<file path="src/rtl/id_ex_stage.sv">
// ID/EX pipeline register: captures decoded fields, derives the ALU control code,
// forwards EX/MEM and MEM/WB results into the operands, and stalls decode on load-use.
module id_ex_stage (
  input  logic        clk,
  input  logic        rst_n,
  input  logic        id_valid,
  output logic        id_ready,
  input  logic [1:0]  id_aluop,
  input  logic [5:0]  id_funct,
  input  logic [4:0]  id_shamt,
  input  logic [4:0]  id_rs,
  input  logic [4:0]  id_rt,
  input  logic [4:0]  id_wreg,
  input  logic [31:0] id_rd_data1,
  input  logic [31:0] id_rd_data2,
  input  logic [31:0] id_imm,
  input  logic        id_alusrc,
  input  logic        id_memread,
  input  logic        id_memwrite,
  input  logic        id_regwrite,
  input  logic        flush,
  input  logic        exmem_regwrite,
  input  logic [4:0]  exmem_wreg,
  input  logic [31:0] exmem_result,
  input  logic        memwb_regwrite,
  input  logic [4:0]  memwb_wreg,
  input  logic [31:0] memwb_result,
  output logic        ex_valid,
  output logic [3:0]  ALUcontrol,
  output logic [31:0] Operand1,
  output logic [31:0] Operand2,
  output logic        ex_memread,
  output logic        ex_memwrite,
  output logic        ex_regwrite,
  output logic [4:0]  ex_wreg,
  output logic [31:0] ex_store_data
);

  localparam int unsigned DW = 32;
  localparam int unsigned RW = 5;
  localparam logic [3:0] CODE_ADD  = 4'b0010;
  localparam logic [3:0] CODE_SUB  = 4'b0110;
  localparam logic [3:0] CODE_AND  = 4'b0000;
  localparam logic [3:0] CODE_OR   = 4'b0001;
  localparam logic [3:0] CODE_NOR  = 4'b0011;
  localparam logic [3:0] CODE_SLL  = 4'b1001;
  localparam logic [3:0] CODE_ILL  = 4'b1111;

  typedef struct packed {
    logic          valid;
    logic [3:0]    code;
    logic [RW-1:0] shamt;
    logic [RW-1:0] rs;
    logic [RW-1:0] rt;
    logic [RW-1:0] wreg;
    logic [DW-1:0] data1;
    logic [DW-1:0] data2;
    logic [DW-1:0] imm;
    logic          alusrc;
    logic          memread;
    logic          memwrite;
    logic          regwrite;
  } ex_regs_t;

  ex_regs_t      ex_q, ex_d, cap;
  logic [3:0]    code_dec;
  logic          legal;
  logic          hazard;
  logic [DW-1:0] fwd_rs, fwd_rt;

  // ALU control decode from aluop/funct
  always_comb begin
    code_dec = CODE_ILL;
    legal    = 1'b1;
    unique case (id_aluop)
      2'b00: code_dec = CODE_ADD;
      2'b01: code_dec = CODE_SUB;
      2'b10: begin
        unique case (id_funct)
          6'b100000: code_dec = CODE_ADD;
          6'b100010: code_dec = CODE_SUB;
          6'b100100: code_dec = CODE_AND;
          6'b100101: code_dec = CODE_OR;
          6'b100111: code_dec = CODE_NOR;
          6'b000000: code_dec = CODE_SLL;
          default:   legal    = 1'b0;
        endcase
      end
      default: legal = 1'b0;
    endcase
  end

  // Load-use: the load in EX writes a register decode is about to read
  assign hazard = ex_q.valid && ex_q.memread && (ex_q.wreg != '0) &&
                  ((ex_q.wreg == id_rs) ||
                   ((ex_q.wreg == id_rt) && (!id_alusrc || id_memwrite)));
  assign id_ready = !hazard;

  always_comb begin
    cap          = '0;
    cap.valid    = 1'b1;
    cap.code     = legal ? code_dec : CODE_ILL;
    cap.shamt    = id_shamt;
    cap.rs       = id_rs;
    cap.rt       = id_rt;
    cap.wreg     = id_wreg;
    cap.data1    = id_rd_data1;
    cap.data2    = id_rd_data2;
    cap.imm      = id_imm;
    cap.alusrc   = id_alusrc;
    cap.memread  = id_memread && legal;
    cap.memwrite = id_memwrite && legal;
    cap.regwrite = id_regwrite && legal;
    ex_d = '0;
    if (id_valid && !flush && !hazard) ex_d = cap;
  end

  always_ff @(posedge clk) begin
    if (!rst_n) ex_q <= '0;
    else        ex_q <= ex_d;
  end

  // Forwarding: EX/MEM wins over MEM/WB, register 0 is never forwarded
  always_comb begin
    fwd_rs = ex_q.data1;
    if (ex_q.rs != '0 && exmem_regwrite && exmem_wreg == ex_q.rs)      fwd_rs = exmem_result;
    else if (ex_q.rs != '0 && memwb_regwrite && memwb_wreg == ex_q.rs) fwd_rs = memwb_result;
    fwd_rt = ex_q.data2;
    if (ex_q.rt != '0 && exmem_regwrite && exmem_wreg == ex_q.rt)      fwd_rt = exmem_result;
    else if (ex_q.rt != '0 && memwb_regwrite && memwb_wreg == ex_q.rt) fwd_rt = memwb_result;
  end

  always_comb begin
    if (ex_q.code == CODE_SLL) begin
      Operand1 = fwd_rt;
      Operand2 = DW'(ex_q.shamt);
    end else begin
      Operand1 = fwd_rs;
      Operand2 = ex_q.alusrc ? ex_q.imm : fwd_rt;
    end
  end

  assign ex_valid      = ex_q.valid;
  assign ALUcontrol    = ex_q.code;
  assign ex_memread    = ex_q.memread;
  assign ex_memwrite   = ex_q.memwrite;
  assign ex_regwrite   = ex_q.regwrite;
  assign ex_wreg       = ex_q.wreg;
  assign ex_store_data = fwd_rt;

endmodule

</file>
<file path="config.mk">
export PLATFORM = sky130hd
export DESIGN_NAME = id_ex_stage
export DESIGN_NICKNAME = d
export VERILOG_FILES = /design/src/rtl/id_ex_stage.sv
export SDC_FILE = /design/constraint.sdc
export NUM_CORES = 1
export LEC_CHECK = 0
export CORE_AREA = 10 10 132 134
export CTS_BUF_LIST = sky130_fd_sc_hd__clkbuf_16
export CTS_CLUSTER_SIZE = 20
export DETAILED_ROUTE_END_ITERATION = 10
export DIE_AREA = 0 0 142 144
export PLACE_DENSITY = 0.82
export SYNTH_ARGS = -nofsm -noshare
export SYNTH_HDL_FRONTEND = slang
export SYNTH_SLANG_ARGS = --single-unit
</file>
<file path="constraint.sdc">
create_clock -name clk -period 4.61 [get_ports clk]
set_clock_uncertainty 0.15 [all_clocks]
set_input_delay 0.461 -clock clk [delete_from_list [all_inputs] [get_ports clk]]
set_output_delay 0.461 -clock clk [all_outputs]
set_load 0.01 [all_outputs]
</file>
==> results.json <==
{
  "run_status": "finished clean",
  "async_flop_share": 0,
  "tns_ns": 0,
  "wl_per_cell_um": 20.69,
  "grt_pass1_wl_um": 35840,
  "whs_ns": 0.4526,
  "numPortBuffers": 317,
  "die_area_sq_um": 20450,
  "overflow": 0,
  "synthesis.nets": 890,
  "fin_crit_ns": 4.090,
  "final_area_sq_um": 10010,
  "synth_cell_types": 48,
  "start_kind": "flop",
  "yosysSeqAreaShare": 0.4035,
  "synth_edf_count": 0,
  "die_w_um": 142,
  "antennaDiodeCount": 0,
  "path_class": "reg -> out",
  "ys_ff_latch": 125,
  "antenna_found_initial": 1,
  "cts_setup_buffers": 0,
  "postCtsHoldBufs": 0,
  "place_area_sq_um": 9480,
  "ir_worst_vdd_mv": 0.2335,
  "synth_area_sq_um": 6202,
  "clock-root-buffer": "clkbuf_16",
  "yosysTopAreaCellShare": 0.4035,
  "instances_no_fill": 1173,
  "netlist_top_cells_count": "143 x and2_1, 125 x dfxtp_1, 68 x nor2_1",
  "grt_use_total": 0.2273,
  "detailedRoute.firstIterationViolations": 377,
  "worstPathArrival_ns": 3.48,
  "synth_top_flop_cell": "dfxtp_1",
  "worstPathRequired_ns": 4.00,
  "worst_slack_ns": 0.5199,
  "cts_tree": "done",
  "start_util": 0.4173,
  "cap_violations": 0,
  "synthTopCellsByArea": "dfxtp_1 40%, and2_1 14%, mux2i_1 8.6%",
  "grt_pass1_vias": 6200,
  "path_max_fanout": 48,
  "place.gp.congestion": 0.8683,
  "synth_area_per_cell_sq_um": 9.094,
  "post-route-util": 0.6737,
  "coreArea_sq_um": 14860,
  "yosysWarnings": 0,
  "drtPass1Iterations": 8,
  "finalSetupViolCount": 0,
  "cellLeakagePower_nw": 4.059,
  "synth_top_area_cell": "dfxtp_1",
  "nets": 1183,
  "hold_violations": 0,
  "io_pins": 318,
  "period_share": 0.8872,
  "power_density_nw_per_um2": 276.2,
  "yosysMostFrequentCell": "and2_1",
  "dp_hpwl_um": 18140,
  "wirelength_um": 24260,
  "rsz0062_at_grt": "false",
  "slew-limit-headroom": 0.4396,
  "drive_gt1_frac": 0.06497,
  "clk_latency_ns": 0.41,
  "cts.clk_slew.worst_paths_ns": 0.05,
  "clock_sink_count": 125,
  "worst_slew_pin_slew_ns": 0.8405,
  "num_rows": 45,
  "cts_inserted_buffers": 17,
  "drc": 0,
  "vias": 6078,
  "grt_max_degree": 126,
  "clockBufferDepth": 2,
  "vias_per_cell": 5.182,
  "netlist_instances": 682,
  "hp-class": "in -> reg",
  "dieHeight_um": 144,
  "place_inst": 1144,
  "cts_resized": 0,
  "power.total_mw": 2.766,
  "cts_max_level": 4,
  "end_kind": "output pin",
  "ant_nets": 0,
  "dp_slack_ns": 0.7074,
  "fmaxAchievable_ghz": 0.2445,
  "area_delta_synth_final_pct": 61.47,
  "slew_viol_final": 0
}
## area by class of cell
| class | count | area (sq um) |
|---|---|---|
| tap | 188 | 235.2 |
| clock inverter | 12 | 108.9 |
| inverter | 31 | 116.4 |
| timing repair buffer | 330 | 3308 |
| fill | 1177 | 4850 |
| multi-input combinational | 470 | 3317 |
| sequential | 125 | 2504 |
| clock buffer | 17 | 425.4 |
## registers in the layout (all words and copies together) (netlist names)
name	count
ALUcontrol	4
ex_memread	1
ex_memwrite	1
ex_q	112
ex_regwrite	1
ex_valid	1
ex_wreg	5
## worst max-delay path: stages, from the launching register on
cell and delay (ns):
dfxtp_1 0.35, or4_1 0.56, o211ai_1 0.22, or2_2 0.49, buf_12 0.29, nor2_1 0.08, a311o_1 0.36, a21oi_1 0.14
clkdlybuf4s50_1 0.56
## power by group
group | switching [mW] | internal [mW] | leakage, nW
Clock | 0.459 | 0.771 | 0.265
Sequential | 0.0160 | 1.11 | 1.02
Combinational | 0.139 | 0.270 | 2.78
## routing by layer
metal / routed length, um / up-vias / GRT usage / part of all wire
met5: 18 / - / 0 / 0.00074
met4: 731 / 2 / 0.1022 / 0.030
met3: 2359 / 45 / 0.08331 / 0.097
met2: 11840 / 287 / 0.3806 / 0.49
met1: 9317 / 2807 / 0.2526 / 0.38
li1: - / 2937 / - / -
## path summary, 6_finish.rpt
path              depth (start not counted)       startpoint           to  slack (ns)
setup / recovery                          8        ex_q[109]  Operand2[0]        0.52
setup reg to reg                          7       ex_wreg[3]     ex_q[34]        2.22
hold reg to reg                           3       ex_memread     ex_valid        0.92
hold / removal                            2  id_rd_data1[24]     ex_q[92]        0.45
## logic make-up after synthesis
| kind of cell | synth area share |
|---|---|
| buf+inv | 0.06556 |
| mux | 0.1158 |
| simple gates | 0.2566 |
| compound gates | 0.1190 |
| flops | 0.4035 |
| xor+xnor | 0.03954 |
## layout by cell type (no fill, tap or decap), types with 12 or more instances in the layout
master             n
xor2_1            12
and2_1           143
a21oi_1           13
clkdlybuf4s50_1  317
dfxtp_1          124
mux2i_1           53
nor2_1            66
clkbuf_16         17
o31ai_1           27
a222oi_1          27
nand3_1           36
xnor2_1           16
inv_1             33
No activity file was read; power rests on OpenSTA's default activity.
